[config.mk]
export PLATFORM = sky130hd
export DESIGN_NAME = pc_sequencer
export DESIGN_NICKNAME = d
export VERILOG_FILES = /design/src/rtl/pc_sequencer.sv
export SDC_FILE = /design/constraint.sdc
export NUM_CORES = 1
export LEC_CHECK = 0
export BUFFER_PORTS_ARGS = -buffer_cell sky130_fd_sc_hd__buf_2
export CAP_MARGIN = 0
export CORE_ASPECT_RATIO = 1.75
export CORE_MARGIN = 2
export CORE_UTILIZATION = 29
export DETAILED_ROUTE_END_ITERATION = 8
export GPL_TIMING_DRIVEN = 0
export PLACE_DENSITY = 0.56
export SLEW_MARGIN = 25
export SYNTH_ARGS = -nofsm -noshare
export SYNTH_HDL_FRONTEND = slang
export SYNTH_SLANG_ARGS = --single-unit
[constraint.sdc]
create_clock -name clk -period 2.6 [get_ports clk]
set_input_delay 0.52 -clock clk [delete_from_list [all_inputs] [get_ports clk]]
set_output_delay 0.52 -clock clk [all_outputs]
set_load 0.005 [all_outputs]
[src/rtl/pc_sequencer.sv]
// Program-counter and status-register stage downstream of the ALU.
// Runs IDLE -> RUN -> DONE, steering fetch through a small branch-target table.
module pc_sequencer #(
  parameter int PC_W      = 10,
  parameter int LUT_IDX_W = 4,
  parameter int CNT_W     = 16
) (
  input  logic                 clk,
  input  logic                 reset,
  input  logic                 start,
  input  logic [PC_W-1:0]      start_addr,
  input  logic                 lut_we,
  input  logic [LUT_IDX_W-1:0] lut_waddr,
  input  logic [PC_W-1:0]      lut_wdata,
  input  logic                 stall,
  input  logic                 halt,
  input  logic                 branch_en,
  input  logic [LUT_IDX_W-1:0] target_sel,
  input  logic                 alu_branch,
  input  logic                 flag_we,
  input  logic                 alu_flag,
  input  logic                 flip_we,
  input  logic                 alu_flip,
  output logic [PC_W-1:0]      pc,
  output logic                 flag,
  output logic                 flip,
  output logic                 running,
  output logic                 done,
  output logic [CNT_W-1:0]     cycle_count
);

  localparam int LUT_DEPTH = 2 ** LUT_IDX_W;

  typedef enum logic [1:0] {IDLE = 2'd0, RUN = 2'd1, DONE = 2'd2} state_t;

  state_t           state_reg, state_next;
  logic [PC_W-1:0]  pc_reg, pc_next;
  logic             flag_reg, flag_next;
  logic             flip_reg, flip_next;
  logic [CNT_W-1:0] cnt_reg, cnt_next;
  logic [PC_W-1:0]  lut_mem [LUT_DEPTH];

  // Table lives in flops: it must clear on reset and be read in the same cycle.
  always_ff @(posedge clk) begin
    if (reset) begin
      for (int i = 0; i < LUT_DEPTH; i++) lut_mem[i] <= '0;
    end else if (state_reg == IDLE && lut_we) begin
      lut_mem[lut_waddr] <= lut_wdata;
    end
  end

  always_comb begin
    state_next = state_reg;
    pc_next    = pc_reg;
    flag_next  = flag_reg;
    flip_next  = flip_reg;
    cnt_next   = cnt_reg;
    case (state_reg)
      IDLE: begin
        if (start) begin
          state_next = RUN;
          pc_next    = start_addr;
          cnt_next   = '0;
          flag_next  = 1'b0;
          flip_next  = 1'b0;
        end
      end
      RUN: begin
        if (cnt_reg != '1) cnt_next = cnt_reg + 1'b1;
        // Stall freezes everything except the cycle counter.
        if (!stall) begin
          if (flag_we) flag_next = alu_flag;
          if (flip_we) flip_next = alu_flip;
          if (halt) begin
            state_next = DONE;
          end else if (branch_en && alu_branch) begin
            pc_next = lut_mem[target_sel];
          end else begin
            pc_next = pc_reg + 1'b1;
          end
        end
      end
      DONE:    state_next = IDLE;
      default: state_next = IDLE;
    endcase
  end

  always_ff @(posedge clk) begin
    if (reset) begin
      state_reg <= IDLE;
      pc_reg    <= '0;
      flag_reg  <= 1'b0;
      flip_reg  <= 1'b0;
      cnt_reg   <= '0;
    end else begin
      state_reg <= state_next;
      pc_reg    <= pc_next;
      flag_reg  <= flag_next;
      flip_reg  <= flip_next;
      cnt_reg   <= cnt_next;
    end
  end

  assign pc          = pc_reg;
  assign flag        = flag_reg;
  assign flip        = flip_reg;
  assign cycle_count = cnt_reg;
  assign running     = (state_reg == RUN);
  assign done        = (state_reg == DONE);

endmodule

==> results of run 1 <==
## cells in the mapped netlist, types with 4 or more instances
| master | number | area (µm²) |
|---|---|---|
| and2_1 | 162 | 1010 |
| edfxtp_1 | 160 | 4800 |
| nor2_1 | 48 | 180 |
| clkbuf_1 | 40 | 150 |
| dfxtp_1 | 30 | 601 |
| mux4_2 | 24 | 541 |
| a21oi_1 | 22 | 110 |
| mux2i_1 | 20 | 200 |
| nand2_1 | 19 | 71.3 |
| nand3_1 | 16 | 80.1 |
| or2_2 | 16 | 100 |
| xnor2_1 | 15 | 131 |
| nor3_1 | 14 | 70.1 |
| nand4_1 | 12 | 75.1 |
| a211oi_1 | 9 | 67.6 |
| buf_2 | 9 | 45.0 |
| inv_1 | 9 | 33.8 |
| mux2_2 | 9 | 101 |
| nor2b_1 | 9 | 56.3 |
| o21ai_0 | 9 | 45.0 |
| nand2b_1 | 8 | 50.1 |
| a31oi_1 | 6 | 37.5 |
| nor4_1 | 6 | 37.5 |
| o22ai_1 | 6 | 37.5 |
| mux4_1 | 5 | 131 |
| nor4b_1 | 4 | 35.0 |
| or3_1 | 4 | 25.0 |
## per-layer routing
| layer | vias up | track usage, % | wire length [µm] | share of wire [%] |
|---|---|---|---|---|
| met1 | 3030 | 16.5 | 9590 | 34 |
| met5 | - | 0 | 0 | 0 |
| met4 | 0 | 11.3 | 1710 | 6.1 |
| li1 | 2873 | - | - | - |
| met3 | 75 | 3.27 | 1340 | 4.8 |
| met2 | 195 | 33.0 | 15200 | 55 |
## logic make-up (layout without fill, tap and decap cells)
group | after synthesis | after routing | share of synthesized area, %
fa+ha+maj | 2 | 2 | 0.270
other cells | 0 | 3 | 0
compound gates | 79 | 79 | 6.01
buf+inv | 63 | 160 | 2.88
xor+xnor | 17 | 17 | 1.61
mux | 58 | 58 | 10.5
simple gates | 330 | 330 | 20.4
flops | 190 | 190 | 58.3
## power groups by stage
stage / Sequential, mW / Combinational (mW) / Clock, mW
6_report: 3.46 / 0.618 / 2.71
3_5_place_dp: 3.52 / 0.625 / 0
2_1_floorplan: 3.50 / 0.360 / 0
3_3_place_gp: 3.52 / 0.621 / 0
4_1_cts: 3.45 / 0.627 / 2.75
5_1_grt: 3.47 / 0.666 / 2.83
## area by class of cell
type | count | area, µm² | area share, %
sequential | 190 | 5410 | 50.5
multi-input combinational | 486 | 3610 | 33.7
tap | 396 | 495 | 4.63
clock buffer | 19 | 433 | 4.04
timing repair buffer | 67 | 335 | 3.13
buffer | 53 | 230 | 2.15
clock inverter | 12 | 160 | 1.50
inverter | 9 | 33.8 | 0.315
antenna | 3 | 7.51 | 0.0701
## tightest hold or removal path, cell delays in order
cell	delay, ns
buf_2	0.09
nand3_1	0.05
a21oi_1	0.06
## worst min-delay path by stage
| stage | from | end | slack, ns | cells after the start |
|---|---|---|---|---|
| after floorplan | flag | flag | 0.47 | 2 |
| after global placement | flip | flip | 0.46 | 2 |
| after detailed placement | flip | flip | 0.47 | 2 |
| after CTS | stall | state_reg[1] | 0.30 | 2 |
| after global routing | stall | state_reg[1] | 0.32 | 2 |
| final | alu_flag | flag | 0.33 | 3 |
## repair_timing
item	4_1_cts	5_1_grt
gates resized for setup	0	3
endpoints found under the setup margin	0	22
hold buffers	0	0
## stage by stage
stage | hold WS (ns) | worst slack [ns]
floorplan | 0.466 | 0.595
global placement | 0.458 | -0.522
detailed placement | 0.473 | -0.424
CTS | 0.303 | 0.0558
global route | 0.325 | 0.0213
finish | 0.327 | 0.0659
==> results.py, run 1 <==
metrics = {
    "power_and_ir_drop": {
        "power.share.combinational_pct": 9.1,
        "peakVddDrop_v": 0.000472,
        "power_density_nw_per_um2": 634,
        "swShare_pct": 24.2,
        "finalPower_mw": 6.79,
        "p_switching_mw": 1.64,
        "intPower_mw": 5.14,
        "p_seq_share_pct": 50.9,
        "leakagePower_nw": 3.92,
        "clkPwrFrac_pct": 40.0,
    },
    "drt": {
        "num_vias": 6173,
        "ant_nets": 0,
        "drc": 0,
        "routed_wl_um": 27800,
        "via_per_inst": 5.00,
        "drt_iter0_drc": 389,
        "drt_first_pass_iters": 5,
        "wl_per_cell_um": 22.5,
    },
    "clock_tree": {
        "clockBufferDepth": 2,
        "htreeDepth": 4,
        "clockRootBuffer": "clkbuf_16",
        "cts_setup_buffers": 0,
        "cts_made_buffers": 17,
        "cts_tree": "done",
        "clock-sinks": 190,
        "cts.clk_slew.worst_paths_ns": 0.07,
        "clkLatencyLatePin_ns": 0.44,
    },
    "worst_setup_path": {
        "crit_top_cell": "clkbuf_1",
        "r2r_end": "lut_mem[0][7]",
        "cp_top_family": "buffers and inverters",
        "critical_path.slowest_cell": "clkbuf_1",
        "worstSetupStartpoint": "target_sel[2]",
        "r2r-start": "state_reg[1]",
        "cp_num_buf_inv": 2,
        "rrSetupSlack_ns": 0.28,
        "startpoint_type": "input pin",
        "critical_path_arrival_ns": 2.83,
        "path_max_fanout": 10,
        "crit_cells": 7,
        "crit_path_max_incr_delay_ns": 0.64,
        "end_kind": "register",
        "critPathRequiredTime_ns": 2.90,
        "criticalPathCategory": "in2reg",
        "crit_chain": "clkbuf_1 > clkbuf_1 > nand2_1 > o22ai_1 > a21oi_1 > a21boi_0 > a211oi_1",
        "reg2reg_depth": 6,
        "crit_path_end": "pc[6]",
    },
    "sta": {
        "finClkSkew_ns": 0.00746,
        "max_slew_margin_pct": 42.2,
        "hold_viol": 0,
        "worstMarginPinSlew_ns": 0.861,
        "final_max_slew_viol_count": 0,
        "period_share_pct": 97.5,
        "finalSetupViolCount": 0,
        "tns_ns": 0,
        "clock.fmax_mhz": 395,
        "rsz0062_at_grt": "no",
        "fin_crit_ns": 2.53,
    },
    "layout": {
        "mostFrequentLayoutCell": "and2_1",
        "fin_nets": 866,
        "area_growth_pct": 15.6,
        "finalNonFillerCells": 1235,
        "fill_cells": 3112,
        "largest_register_ffs": 160,
        "mostFrequentLayoutCells": "162 x and2_1, 160 x edfxtp_1, 76 x buf_2, 48 x nor2_1, 40 x clkbuf_1",
        "post-route-util_pct": 34.0,
        "finalInstanceArea_um2": 10700,
        "drive_above_1_share_pct": 19.7,
    },
    "place": {
        "dpl.hpwl_um": 20300,
        "dp.cells": 1202,
        "dpl-instance-area_um2": 10100,
        "gp_congestion": 0.842,
        "port_buffers": 67,
    },
    "die": {
        "start_util_pct": 29.4,
        "dieHeight_um": 240,
        "dieArea_um2": 33400,
        "core_um2": 31500,
        "placement_rows": 86,
        "die_w_um": 139,
        "ios": 70,
    },
    "worst_hold_path": {
        "hold_path_class": "in2reg",
    },
    "synthesis": {
        "synth_cell_type_count": 60,
        "synthFlopType": "edfxtp_1",
        "seq_area_frac_synth_pct": 58.3,
        "synthArstFlopShare_pct": 0,
        "synth-seq-cells": 190,
        "avgSynthCellArea_um2": 12.5,
        "synth_edf_count": 160,
        "synth_warnings": 0,
        "synthesis.area_um2": 9260,
        "synthCells": 739,
        "synth.net_count": 781,
    },
    "grt": {
        "first_global_vias": 6503,
        "track_usage_pct": 17.2,
        "grt_first_pass_wirelength_um": 41100,
        "grt_antenna_before_repair": 2,
        "grt_overflow": 0,
        "grt_max_degree": 17,
    },
    "job": {
        "maxCapViolCount": 0,
    },
    "status": {
        "status": "complete, no violations",
    },
}
(Power assumes the default switching activity.)
==> run 2, diff against run 1 <==
CORE_MARGIN = unset   (was 2)
==> results.py, run 2 (synthesis results as in run 1) <==
metrics = {
    "worst_setup_path": {
        "path_max_fanout": 10,
        "startpoint_type": "register",
        "cp_num_buf_inv": 1,
        "rrSetupSlack_ns": 0.09,
        "critical_path_arrival_ns": 2.83,
        "criticalPathCategory": "reg2reg",
        "cp_top_family": "simple AND/OR/NAND/NOR gates",
        "worstSetupStartpoint": "state_reg[1]",
        "crit_chain": "nor4b_2 > nor2b_1 > nand2_1 > nor3_1 > clkbuf_1 > and2_1",
        "end_kind": "register",
        "r2r-start": "state_reg[1]",
        "r2r_end": "lut_mem[1][9]",
        "critical_path.slowest_cell": "nor4b_2",
        "crit_path_max_incr_delay_ns": 0.71,
        "reg2reg_depth": 6,
        "critPathRequiredTime_ns": 2.92,
    },
    "grt": {
        "grt_antenna_before_repair": 4,
        "first_global_vias": 6145,
        "grt_first_pass_wirelength_um": 39100,
        "grt_max_degree": 20,
        "track_usage_pct": 17.3,
        "grt_overflow": 0,
    },
    "place": {
        "dp.cells": 1202,
        "port_buffers": 67,
        "dp_slack_ns": -0.342,
        "dpl.hpwl_um": 19900,
        "dpl-instance-area_um2": 10100,
        "gp_congestion": 0.810,
    },
    "layout": {
        "fin_nets": 867,
        "post-route-util_pct": 34.1,
        "mostFrequentLayoutCells": "162 x and2_1, 160 x edfxtp_1, 76 x buf_2, 48 x nor2_1, 40 x clkbuf_1",
        "largest_register_ffs": 160,
        "drive_above_1_share_pct": 20.0,
        "area_growth_pct": 15.7,
        "finalNonFillerCells": 1234,
        "mostFrequentLayoutCell": "and2_1",
        "finalInstanceArea_um2": 10700,
        "antenna_cells": 0,
        "fill_cells": 3097,
    },
    "sta": {
        "worstMarginPinSlew_ns": 0.798,
        "clock.fmax_mhz": 398,
        "finalSetupViolCount": 0,
        "fin_crit_ns": 2.51,
        "rsz0062_at_grt": "no",
        "max_slew_margin_pct": 46.4,
        "fin_ws_ns": 0.0882,
        "finClkSkew_ns": 0.00963,
        "period_share_pct": 96.6,
        "hold_viol": 0,
        "holdWs_ns": 0.313,
        "tns_ns": 0,
        "final_max_slew_viol_count": 0,
    },
    "drt": {
        "drt_iter0_drc": 368,
        "drc": 0,
        "via_per_inst": 4.95,
        "drt_first_pass_iters": 5,
        "ant_nets": 0,
        "wl_per_cell_um": 22.2,
        "num_vias": 6110,
        "routed_wl_um": 27400,
    },
    "clock_tree": {
        "clkLatencyLatePin_ns": 0.45,
        "clockBufferDepth": 2,
        "clock-sinks": 190,
        "cts_tree": "done",
        "holdBufCountCts": 0,
        "clockRootBuffer": "clkbuf_16",
        "htreeDepth": 4,
        "cts_setup_buffers": 0,
        "cts.clk_slew.worst_paths_ns": 0.07,
        "cts.repair.resized": 0,
        "cts_made_buffers": 17,
    },
    "worst_hold_path": {
        "min_from": "stall",
        "hold_path_class": "in2reg",
        "min_to": "state_reg[1]",
        "hold_depth": 2,
    },
    "die": {
        "die_w_um": 137,
        "ios": 70,
        "dieArea_um2": 32700,
        "placement_rows": 86,
        "dieHeight_um": 238,
        "core_um2": 31400,
        "start_util_pct": 29.5,
    },
    "job": {
        "maxCapViolCount": 0,
    },
    "status": {
        "status": "complete, no violations",
    },
    "power_and_ir_drop": {
        "peakVddDrop_v": 0.000486,
        "power_density_nw_per_um2": 639,
        "finalPower_mw": 6.85,
        "leakagePower_nw": 3.94,
    },
}
==> run 2: changes by cell type in the layout (fill, tap and decap cells not counted), sizes merged <==
cell | previous run | this run
clkinvlp | 2 | 1
diode | 3 | 0
clkbuf | 58 | 57
bufinv | 3 | 2
inv | 13 | 18
==> run 2: worst max path at each step <==
| stage | end | slack, ns | cells after the start |
|---|---|---|---|
| final | lut_mem[1][9] | 0.09 | 6 |
| after global placement | lut_mem[3][9] | -0.48 | 6 |
| after detailed placement | pc[6] | -0.34 | 7 |
| after global routing | pc[7] | 0.005 | 7 |
| after floorplan | pc[0] | 0.59 | 5 |
| after CTS | running | 0.12 | 5 |
==> run 2: per-layer routing <==
layer	part of all wire, %	GRT usage (%)
met1	35	16.8
met2	56	33.8
met4	3.7	8.33
met3	4.5	3.44
met5	0.16	0
==> run 2: final cells by class <==
class	instances	area, µm²	area share (%)
repair buffers	67	335	3.13
clock buffers	17	425	3.97
inverters	9	33.8	0.315
flip-flops and latches	190	5410	50.4
multi-input cells	486	3600	33.6
clock inverters	15	191	1.79
well taps	396	495	4.62
plain buffers	54	233	2.17
==> run 2: report_power, final <==
part           internal (mW)  switching (mW)
logic                  0.221           0.394
clock network           1.47            1.31
registers               3.40          0.0527
total                   5.09            1.75
